## config.mk

```make
export PLATFORM = sky130hd
export DESIGN_NAME = ula_serial_seq
export DESIGN_NICKNAME = d
export VERILOG_FILES = /design/src/rtl/ula_serial_seq.sv
export SDC_FILE = /design/constraint.sdc
export NUM_CORES = 1
export LEC_CHECK = 0
export CAP_MARGIN = 15
export CORE_MARGIN = 3
export CORE_UTILIZATION = 30
export DETAILED_ROUTE_END_ITERATION = 8
export GPL_TIMING_DRIVEN = 0
export REMOVE_ABC_BUFFERS = 1
export SYNTH_ARGS = -nofsm -noshare
export SYNTH_HDL_FRONTEND = slang
export SYNTH_SLANG_ARGS = --single-unit
```

## constraint.sdc

```tcl
create_clock -name clock -period 2.9 [get_ports clock]
set_clock_uncertainty 0.1 [all_clocks]
set_input_delay 0.435 -clock clock [delete_from_list [all_inputs] [get_ports clock]]
set_output_delay 0.435 -clock clock [all_outputs]
set_load 0.02 [all_outputs]
```

## src/rtl/ula_serial_seq.sv

```systemverilog
// ula_serial_seq: bit-serial 8-bit ADD / SUB / CMP_LE sequencer driving an
// external 1-bit ALU slice through the sl_* port group.
// Optional build macro: ULA_SEQ_FLAGS_EN adds registered carry/zero flags;
// without it carry and zero are tied to 0.
module ula_serial_seq (
  input  logic       clock,
  input  logic       reset,
  input  logic       start,
  input  logic [1:0] op,
  input  logic [7:0] a,
  input  logic [7:0] b,
  output logic       sl_a,
  output logic       sl_b,
  output logic       sl_arit,
  output logic       sl_comp,
  output logic       sl_x1,
  output logic       sl_x2,
  input  logic       sl_ts,
  input  logic       sl_igual,
  input  logic       sl_f0,
  output logic       busy,
  output logic       done,
  output logic [7:0] result,
  output logic       carry,
  output logic       zero
);

  typedef enum logic [1:0] {
    S_IDLE = 2'b00,
    S_RUN  = 2'b01,
    S_DONE = 2'b10
  } state_t;

  typedef enum logic [1:0] {
    OP_ADD = 2'b00,
    OP_SUB = 2'b01,
    OP_CMP = 2'b10,
    OP_RSV = 2'b11
  } op_t;

  state_t     state_q, state_d;
  logic [2:0] cnt_q, cnt_d;
  op_t        op_q, op_d;
  logic [7:0] a_q, a_d;
  logic [7:0] b_q, b_d;
  logic       cy_q, cy_d;     // carry from the previous bit
  logic       eq_q, eq_d;     // equal-so-far for CMP_LE
  logic       dec_q, dec_d;   // latched CMP_LE decision
  logic [7:0] sh_q, sh_d;     // result bits collected LSB-first
  logic [7:0] result_q, result_d;
  logic       carry_d, zero_d;
  logic [2:0] idx;

  // Slice drives: derived only from registered state, never from slice outputs
  always_comb begin
    sl_a    = 1'b0;
    sl_b    = 1'b0;
    sl_arit = 1'b0;
    sl_comp = 1'b0;
    sl_x1   = 1'b0;
    sl_x2   = 1'b0;
    idx     = (op_q == OP_CMP) ? ~cnt_q : cnt_q;
    if (state_q == S_RUN) begin
      case (op_q)
        OP_ADD: begin
          sl_a    = a_q[idx];
          sl_b    = b_q[idx];
          sl_arit = (cnt_q == 3'd0) ? 1'b0 : cy_q;
        end
        OP_SUB: begin
          sl_a    = a_q[idx];
          sl_b    = ~b_q[idx];
          sl_arit = (cnt_q == 3'd0) ? 1'b1 : cy_q;
        end
        OP_CMP: begin
          sl_a    = a_q[idx];
          sl_b    = b_q[idx];
          sl_comp = 1'b1;
          sl_x1   = 1'b1;
          sl_x2   = eq_q;
        end
        default: ;
      endcase
    end
  end

  // Next-state, operand capture and per-bit accumulation
  always_comb begin
    state_d  = state_q;
    cnt_d    = cnt_q;
    op_d     = op_q;
    a_d      = a_q;
    b_d      = b_q;
    cy_d     = cy_q;
    eq_d     = eq_q;
    dec_d    = dec_q;
    sh_d     = sh_q;
    result_d = result_q;
    carry_d  = 1'b0;
    zero_d   = 1'b0;
    case (state_q)
      S_IDLE: begin
        if (start) begin
          state_d = S_RUN;
          cnt_d   = '0;
          op_d    = op_t'(op);
          a_d     = a;
          b_d     = b;
          cy_d    = 1'b0;
          eq_d    = 1'b1;
          dec_d   = 1'b0;
          sh_d    = '0;
        end
      end
      S_RUN: begin
        cnt_d = cnt_q + 3'd1;
        cy_d  = sl_ts;
        eq_d  = eq_q & sl_igual;
        if (eq_q && !sl_igual) dec_d = sl_f0;
        sh_d  = {sl_f0, sh_q[7:1]};
        if (cnt_q == 3'd7) begin
          state_d = S_DONE;
          // Final bit is folded in here so result moves only on DONE entry
          case (op_q)
            OP_ADD, OP_SUB: begin
              result_d = {sl_f0, sh_q[7:1]};
              carry_d  = sl_ts;
            end
            OP_CMP:  result_d = {7'b0, (eq_q & sl_igual) ? 1'b1 : dec_d};
            default: result_d = '0;
          endcase
          zero_d = (result_d == 8'h00);
        end
      end
      S_DONE:  state_d = S_IDLE;
      default: state_d = S_IDLE;
    endcase
  end

  // Sequencer state and datapath registers
  always_ff @(posedge clock or posedge reset) begin
    if (reset) begin
      state_q  <= S_IDLE;
      cnt_q    <= '0;
      op_q     <= OP_ADD;
      a_q      <= '0;
      b_q      <= '0;
      cy_q     <= 1'b0;
      eq_q     <= 1'b0;
      dec_q    <= 1'b0;
      sh_q     <= '0;
      result_q <= '0;
    end else begin
      state_q  <= state_d;
      cnt_q    <= cnt_d;
      op_q     <= op_d;
      a_q      <= a_d;
      b_q      <= b_d;
      cy_q     <= cy_d;
      eq_q     <= eq_d;
      dec_q    <= dec_d;
      sh_q     <= sh_d;
      result_q <= result_d;
    end
  end

`ifdef ULA_SEQ_FLAGS_EN
  logic carry_q, zero_q;

  // Flags load together with result on DONE entry
  always_ff @(posedge clock or posedge reset) begin
    if (reset) begin
      carry_q <= 1'b0;
      zero_q  <= 1'b0;
    end else if (state_q == S_RUN && cnt_q == 3'd7) begin
      carry_q <= carry_d;
      zero_q  <= zero_d;
    end
  end

  assign carry = carry_q;
  assign zero  = zero_q;
`else
  logic unused_flags;
  assign unused_flags = carry_d ^ zero_d;
  assign carry = 1'b0;
  assign zero  = 1'b0;
`endif

  assign busy   = (state_q == S_RUN);
  assign done   = (state_q == S_DONE);
  assign result = result_q;

endmodule

```

# == Word level (Yosys, flattened, before mapping) ==
# Index checks and enable logic that the tools add are counted.
# Widths: inputs -> output; s select.
# classes
order_cmp,1
bitwise_logic,3
eq_ne,7
n_addsub,1
muxes,32
reduce_logical,13
# op_table
op,n
$pmux 8 s2,2
$mux 1,16
$pmux 1 s2,5
$mux 8,1
$reduce_and 2->1,4
$bmux 1 s3,2
$mux 3,2
$pmux 3 s2,1
$eq 2x1->1 const B,2
$eq 2x2->1 const B,2
$logic_not 2->1,2
$lt 3x4->1 const B,1
$mux 2,2
$pmux 2 s2,1
$reduce_or 2->1,2
$add 3x1->3 const B,1
$eq 3x3->1 const B,1
$logic_not 3->1,1
$not 3->3,1
$reduce_or 3->1,1
$ne 2x1->1 const B,1
$ne 2x2->1 const B,1
$reduce_bool 2->1,1
$and 1x1->1,1
3 further kinds,3
# word_totals
register_bits,42
output_inout_bits,18
elab_cells,67
inputBits,24

# == Longest topological paths before layout ==
# Gate-level depths: netlist (run 1).
# depth
depth_word,7
ltp_mapped,6
ltp_nobuf,6

# == Worst setup path before layout (run 1) ==
# Ideal clock, no wire load.
# synth_path
kind,register -> output
from,register cnt_q[0]
to,output sl_b
path_stages_with_launch,7
arrival_time_ps,1657
setup_slack_ps,708
n_path_buf,1
required_time_ps,2365
cell_sequence,dfrtp_1 -> buf_6 -> mux4_2 -> mux2i_1 -> mux2i_1 -> nor4b_2 -> a21o_1
# synth_between
elab_chain_cells,7
# synth_lines
element,line_no,text
start: declaration,42,"logic [2:0] cnt_q, cnt_d;"
start signal: assignment,155,cnt_q <= cnt_d;
$not 3->3,62,idx = (op_q == OP_CMP) ? ~cnt_q : cnt_q;
$mux 3 *,62,
$bmux 1 s3 *,"67, 72, 77",
$mux 1 (implied by the code) *,"67, 72, 77",
$not 1->1,72,sl_b = ~b_q[idx];
$pmux 1 s2 *,64,case (op_q)
$mux 1 *,63,if (state_q == S_RUN) begin
end: declaration,13,"output logic sl_b,"
# Mark *: on every way between the ends. The rest lies on a longest branch, timed or not. The select of a mux whose other input is x is not followed.

# == Worst setup path after layout (run 1) ==
# layout_path
from,register state_q[1]
to,output sl_x2
# layout_between
elab_chain_cells,2
# layout_lines
element,line_no,text
start: declaration,41,"state_t state_q, state_d;"
start signal: assignment,154,state_q <= state_d;
$eq 2x1->1,63,
$mux 1,63,
end: declaration,17,"output logic sl_x2,"
# Every way passes these cells.

==> flow_metrics.tcl, run 1 <==
set metrics [dict create \
    status "completed" \
    cpMaxStageDelayCell "clkdlybuf4s50_1" \
    cts_buffers 5 \
    routed_wirelength_mm 4.05 \
    p_leak_nw 1.16 \
    htreeDepth 2 \
    synth_edf_count 0 \
    worstHoldPathType "reg -> reg" \
    hpwl_mm 2.78 \
    fin_nets 236 \
    top_layer "met3" \
    cap_violations 0 \
    clk_pin_slew_ns 0.08 \
    synth.distinct_cells 35 \
    fp.dieW_um 88.5 \
    grt_start_max_net_pins 42 \
    max_freq_ghz 0.372 \
    drt-met1-wl_mm 1.93 \
    crit_buf_inv 2 \
    period_minus_slack_ns 2.69 \
    grt_setup_unrepaired "no" \
    clock_path_buffers 2 \
    fin_hold_ws_ns 0.379 \
    cts_tree "built" \
    synth_ff_type "dfrtp_1" \
    wl_met3_um 183 \
    startpoint_type "register" \
    cts.sinks 41 \
    drtAntennaViolNets 0 \
    firstDrtPassIters 4 \
    grt_usage_pct 11.4 \
    area_delta_synth_final_pct 30.5 \
    cpPeakStageDelay_ns 0.60 \
    hold_violations 0 \
    path_class "reg -> out" \
    pin_count 42 \
    rows 29 \
    ys_warn_count 0 \
    wl_per_cell_um 14.1 \
    vdd_drop_max_v 0.000539 \
    cts_hold_buf 0 \
    grt_antenna_before_repair 0 \
    timing.final.crit_share_pct 92.7 \
    synth_cells 169 \
    setup_viol 0 \
    drt_iter0_markers 59 \
    cts-root-buf "clkbuf_8" \
    finalMaxSlewViolations 0 \
    core_mm2 0.00646 \
    required_ns 2.37 \
    via_per_inst 4.87 \
    power_density_mw_per_mm2 1140 \
    avgSynthCellArea_um2 12.1 \
    critical_path_arrival_ns 2.15 \
    critPathTopFamily "buffers and inverters" \
    path_cells "nand2b_1, inv_4, and3_1, clkdlybuf4s50_1" \
    slew_headroom_pct 37.5 \
    cp_max_fo 14 \
    dr_wl_met2_mm 1.93 \
    start_util_pct 31.6 \
    antennaDiodeCount 0 \
    port_buffers 39 \
    die_h_um 88.5 \
    drc_errors 0 \
    syn-cell-area_mm2 0.00204 \
    mostFrequentLayoutCell "dfrtp_1" \
    grt_pass1_wl_mm 6.98 \
    tightestPinTransition_ns 0.936 \
    yosys_register_bits 41 \
    async_flop_share_pct 100 \
    mostFrequentLayoutCells "37 x dfrtp_1, 36 x clkdlybuf4s50_1, 19 x mux2_2" \
    endpoint_kind "output port" \
    power_mw 3.05 \
    clk_latency_ns 0.30 \
    ys_seq_area_share_pct 50.2 \
    place.gp.congestion 0.667 \
    via_count 1399 \
    dieArea_mm2 0.00783 \
    grt-ovfl-total 0 \
    grt_pass1_vias 1397 \
    drive_above_1_share_pct 23.3 \
]
-- routing by layer --
| layer | vias up | global-route usage, % |
|---|---|---|
| met5 | - | 0 |
| met4 | 0 | 2.47 |
| met3 | 0 | 2.89 |
| met2 | 34 | 17.5 |
| met1 | 680 | 16.2 |
| li1 | 685 | - |
-- cells by family after synthesis --
| family | count (synthesis) | synth area share (%) |
|---|---|---|
| buffers and inverters | 18 | 4.41 |
| adders and majority gates | 3 | 1.84 |
| other | 1 | 0.184 |
| and+or+nand+nor | 44 | 12.3 |
| muxes | 31 | 20.4 |
| DFF | 41 | 50.2 |
| AOI/OAI and AO/OA | 31 | 10.6 |
-- path summary, 6_finish.rpt --
path,from,to,slack [ns],cells after the start
setup / recovery,state_q[1],sl_x2,0.21,4
hold / removal,result[6],result[6],0.38,2
setup reg to reg,state_q[1],result[0],1.01,6
hold reg to reg,result[6],result[6],0.38,2
max in group asynchronous,reset,cnt_q[1],1.58,2
min in group asynchronous,reset,cy_q,0.53,2
-- final cells by class --
type	count	area, µm²
Clock buffer	5	68.8
Clock inverter	3	68.8
Fill cell	641	3790
Inverter	5	21.3
Multi-Input combinational cell	111	940
Sequential cell	41	1030
Tap cell	77	96.3
Timing Repair Buffer	45	439
-- Yosys cell counts, drive strengths merged, types with 2 or more instances --
cell,number,area share (%)
mux2,19,10
and3,2,0.61
a21oi,2,0.49
nand2,11,2.0
mux4,6,7.0
nand2b,14,4.3
mux2i,6,2.9
nor2,4,0.74
inv,5,0.92
nand3,2,0.49
o21bai,2,0.74
buf,7,2.4
nor3b,2,0.74
ha,3,1.8
nor2b,2,0.61
dfrtp,41,50
clkbuf,6,1.1
a22o,11,4.7
nor3,3,0.74
o21ai,11,2.7
-- what timing repair did --
action | CTS | global route
resized for setup | 9 | 3
pin swaps | 0 | 0
setup endpoints to repair | 3 | 2
setup buffers | 5 | 0
-- per-stage QoR --
step	setup slack, ns	std cells	util (%)	setup TNS [ns]	instance area, µm²
floorplan	0.377	157	-	0	1970
detailed placement	-0.0995	274	38.4	-0.131	2480
finish	0.211	287	41.3	0	2670
global route	0.0444	287	41.3	0	2670
global placement	-0.843	273	38.1	-16.44	2460
CTS	0.0708	287	41.3	0	2670
-- worst reg2reg max path: stages (launching register included) --
cell and delay, ns:
dfrtp_1 0.43, nand2b_1 0.38, inv_4 0.27, nand2_1 0.31, inv_2 0.16, nor2_1 0.05
a31oi_1 0.12
-- report_power, final --
part | switching, mW | total [mW] | internal [mW]
Sequential | 0.223 | 1.07 | 0.846
Clock | 0.214 | 0.560 | 0.347
Combinational | 0.644 | 1.42 | 0.777
Total | 1.08 | 3.05 | 1.97
-- state kept, by name, indices dropped and copies added (netlist names) --
register / count
a_q: 8
op_q: 2
b_q: 8
dec_q: 1
cnt_q: 3
sh_q: 7
state_q: 2
eq_q: 1
result: 8
cy_q: 1
No activity file was read; power rests on OpenSTA's default activity.
==> inputs of run 2 (changes only) <==
--- a/config.mk
+++ b/config.mk
@@ -5,11 +5,15 @@
 export SDC_FILE = /design/constraint.sdc
 export NUM_CORES = 1
 export LEC_CHECK = 0
-export CAP_MARGIN = 15
+export CAP_MARGIN = 10
+export CELL_PAD_IN_SITES_DETAIL_PLACEMENT = 2
+export CELL_PAD_IN_SITES_GLOBAL_PLACEMENT = 2
+export CORE_ASPECT_RATIO = 0.75
 export CORE_MARGIN = 3
 export CORE_UTILIZATION = 30
 export DETAILED_ROUTE_END_ITERATION = 8
 export GPL_TIMING_DRIVEN = 0
+export PLACE_DENSITY_LB_ADDON = 0.1
 export REMOVE_ABC_BUFFERS = 1
 export SYNTH_ARGS = -nofsm -noshare
 export SYNTH_HDL_FRONTEND = slang
==> flow_metrics.tcl, run 2 (synthesis gave the netlist of run 1 again) <==
set metrics [dict create \
    grt_antenna_before_repair 0 \
    port_buffers 39 \
    internal_power_mw 1.86 \
    hold_violations 0 \
    cp_common_cell "mux2i_1" \
    cts.sinks 41 \
    wl_per_cell_um 17.5 \
    core_mm2 0.00644 \
    worstHoldPathType "reg -> reg" \
    critical_path_arrival_ns 2.22 \
    via_per_inst 5.02 \
    timing.final.crit_share_pct 94.8 \
    fp.dieW_um 101 \
    utilization_pct 41.0 \
    htreeDepth 2 \
    startpoint_type "register" \
    fillers 671 \
    place.gp.congestion 0.695 \
    tightestPinTransition_ns 0.958 \
    rr_startpoint "state_q[0]" \
    mostFrequentLayoutCells "37 x dfrtp_1, 36 x clkdlybuf4s50_1, 19 x mux2_2" \
    crit_start "cnt_q[0]" \
    p_leak_nw 1.16 \
    p_comb_share_pct 49.5 \
    multiInputGateArea_um2 952 \
    power_density_mw_per_mm2 1130 \
    fin_nets 235 \
    power.switching_mw 1.13 \
    drtAntennaViolNets 0 \
    slew_headroom_pct 36.0 \
    pin_count 42 \
    cpMaxStageDelayCell "mux4_1" \
    crit_buf_inv 1 \
    max_freq_ghz 0.364 \
    path_class "reg -> out" \
    path_cells "mux4_1, mux2i_1, mux2i_1, nor4b_2, a21o_1, clkdlybuf4s15_1" \
    via_count 1456 \
    antennaDiodeCount 0 \
    grt_pass1_vias 1684 \
    p_sw_share_pct 37.8 \
    drt-met1-wl_mm 2.48 \
    routed_wirelength_mm 5.07 \
    setup_viol 0 \
    clk_latency_ns 0.29 \
    clock_path_buffers 2 \
    regArea_mm2 0.00103 \
    cpPeakStageDelay_ns 0.56 \
    cts_buffers 5 \
    die_h_um 77.5 \
    start_util_pct 31.7 \
    cp_max_fo 5 \
    endpoint_kind "output port" \
    required_ns 2.37 \
    area_delta_synth_final_pct 29.5 \
    cts_tree "built" \
    grt_usage_pct 14.0 \
    tns_ns 0 \
    wl_met3_um 221 \
    rows 25 \
    clk_pin_slew_ns 0.08 \
    drc_errors 0 \
    grt_pass1_wl_mm 8.74 \
    clock_power_share_pct 13.9 \
    grt_start_max_net_pins 42 \
    grt_setup_unrepaired "no" \
    dieArea_mm2 0.00784 \
    dr_wl_met2_mm 2.34 \
    vdd_drop_max_v 0.000491 \
    cap_violations 0 \
    drt_iter0_markers 35 \
    top_layer "met4" \
    hpwl_mm 3.57 \
    finalMaxSlewViolations 0 \
    drive_above_1_share_pct 23.0 \
    status "completed" \
    min_from "result[5]" \
    reg2reg_slack_ns 0.99 \
    mostFrequentLayoutCell "dfrtp_1" \
    grt-ovfl-total 0 \
    cts-root-buf "clkbuf_8" \
    critPathTopFamily "multiplexers" \
    firstDrtPassIters 4 \
    seqPwrFrac_pct 36.6 \
    period_minus_slack_ns 2.75 \
]
==> run 2: worst reg2reg max path: cells and delay by family (launching register included) <==
kind | cells | cell delay, ns
buffers and inverters | 1 | 0.27
flip-flops | 1 | 0.45
multiplexers | 1 | 0.36
AND/OR/NAND/NOR | 1 | 0.62
==> run 2: per-stage QoR <==
| step | setup WS (ns) | hold slack, ns | std cells | total power, mW | cell area (µm²) |
|---|---|---|---|---|---|
| 2_1_floorplan | 0.377 | 0.366 | 157 | 1.99 | 1970 |
| 3_3_place_gp | -0.904 | 0.364 | 277 | 2.46 | 2470 |
| 3_5_place_dp | -0.118 | 0.380 | 278 | 2.53 | 2480 |
| 4_1_cts | 0.0200 | 0.400 | 290 | 3.04 | 2640 |
| 5_1_grt | 0.00762 | 0.432 | 290 | 3.25 | 2640 |
| 6_report | 0.150 | 0.391 | 290 | 2.99 | 2640 |
==> run 2: power groups by stage <==
stage                     combinational, mW  clock, mW  sequential [mW]
after CTS                              1.50      0.442             1.10
final                                  1.48      0.414             1.09
after detailed placement               1.38          0             1.16
after global routing                   1.64      0.467             1.15
after global placement                 1.34          0             1.12
after floorplan                       0.891          0             1.10
==> run 2: cell type report <==
cell class,count,share of cell area (%)
Tap cell,81,3.83
Clock inverter,1,0.189
Multi-Input combinational cell,111,36.0
Timing Repair Buffer,44,16.5
Clock buffer,7,3.64
Sequential cell,41,39.0
Inverter,5,0.805
==> run 2: what timing repair did <==
item,in CTS,in global routing
cloned,0,0
setup endpoints to repair,3,3
gates resized for setup,10,5
buffers inserted,4,0
hold buffers,0,0
==> run 2: metal layers <==
metal  track usage, %  up-vias
li1                 -      681
met1             20.1      737
met2             21.6       36
met3             2.88        2
met4             3.59        0
met5                0        -
==> run 2: path summary, 6_finish.rpt <==
check	to	cells after the start
worst max-delay path	sl_b	6
worst min-delay path	result[5]	2
worst max register to register	b_q[5]	3
worst min register to register	result[5]	2
max in group asynchronous	op_q[1]	2
min in group asynchronous	a_q[2]	2
==> patch (config.mk and constraints of run 2) <==
Register the outputs `busy` and `done`, cleared by the reset; this adds one clock of latency there. The other outputs are not delayed to match.
--- a/src/rtl/ula_serial_seq.sv
+++ b/src/rtl/ula_serial_seq.sv
@@ -188,6 +188,13 @@
 `endif
 
-  assign busy   = (state_q == S_RUN);
-  assign done   = (state_q == S_DONE);
+  always_ff @(posedge clock or posedge reset) begin
+    if (reset) begin
+      busy <= '0;
+      done <= '0;
+    end else begin
+      busy <= (state_q == S_RUN);
+      done <= (state_q == S_DONE);
+    end
+  end
   assign result = result_q;
 
Behaviour: not the same (Yosys sat finds a counterexample within 4 cycles, from zero or initial values and one cycle with reset high).
==> patch against run 2 <==
Area after synthesis rose by 4.0%. Cell area increased by 5.2%. Fmax fell by 0.19%. Sequential share of layout area is essentially flat. Combinational power up 9%. Non-clock buffer count rose by 10. Worst setup slack worse by 5.1 ps. Sequential power rose by 7%. Largest power group unchanged. Final cell count rose by 11%. Sequential cell count grew 2. Wire length up 22%. Global-route usage is 2.7 points higher. Power up 6.6%.
==> patch: results (changes against run 2) <==
stage	metric	value	unit	change
outcome	status	finished clean		
global_route	use_met2	25.6	%	+4.0 points
power	clkPwrFrac	12.7	%	-1.2 points
global_route	globalRouteMet1Util	24.2	%	+4.1 points
setup_path	cp_slowest_cell	dfrtp_2		
floorplan	dieArea	8140	µm²	+3.8%
clock_network	postCtsResizedCells	11		+1
setup_path	worstReg2RegStart	state_q[1]		
global_route	grt_use_met3	3.78	%	+0.90 points
global_route	grt_pass1_vias	1933		+15%
layout	final_nets	267		+14%
synth	synthAdderAreaFrac	1.77	%	-0.071 points
timing	holdWs	325	ps	-66.1 ps
setup_path	slowest_delay	480	ps	-80 ps
routing	vias	1699		+17%
synth	synth_common_cells	43 x dfrtp_1, 14 x o21ai_0, 13 x mux2_2, 13 x nand2_1, 11 x a22o_1		
synth	synth_compound_area_share	19.2	%	+8.6 points
place	place_area	2550	µm²	+2.6%
routing	dr_wl_met2	2820	µm	+21%
setup_path	reg2reg_setup_slack	800	ps	-190 ps
synth	muxShareOfSynthArea	11.0	%	-9.4 points
power	p_leak	1.20	nW	+3.5%
min_path	hp-class	input port to async pin		
routing	drtIter0Drc	32		-8.6%
layout	drive_gt1_share	19.9	%	-3.0 points
synth	synth_xor_area_share	0.412	%	+0.41 points
timing	slew-limit-headroom	36.8	%	+0.75 points
routing	wl_met1	3050	µm	+23%
layout	non_clock_buffer_count	54		+23%
synth	syn_inst	195		+15%
layout	num-nonclk-inverters	8		+3
routing	vias_per_cell	5.28		+5.1%
place	dp.cells	301		+8.3%
setup_path	r2r-end	result[3]		
patch: cell count changes in the layout (fill, tap and decap cells not counted), moves of 4 or more:
cell / change
a211oi_1: +6
buf_4: +8
mux2_1: +6
mux2_2: -6
mux2i_1: -4
mux4_2: -4
nand2b_1: -4
nor2_1: +5
o211ai_1: +4
o21ai_0: +9
patch: stage by stage:
stage	total power, W	setup TNS, ps
after global placement	0.00248	-16130
after global routing	0.00346	0
after detailed placement	0.00260	-373
after CTS	0.00313	0
after floorplan	0.00200	0
final	0.00318	0
patch: worst max-delay path by stage:
stage / start / endpoint / slack, ps / cells after the start
5_1_grt: op_q[0] / sl_b / 10 / 6
6_report: op_q[0] / sl_b / 140 / 6
2_1_floorplan: start / a_q[0] / 360 / 2
4_1_cts: cnt_q[0] / sl_arit / 40 / 6
3_5_place_dp: op_q[1] / sl_b / -270 / 6
3_3_place_gp: start / a_q[4] / -840 / 3
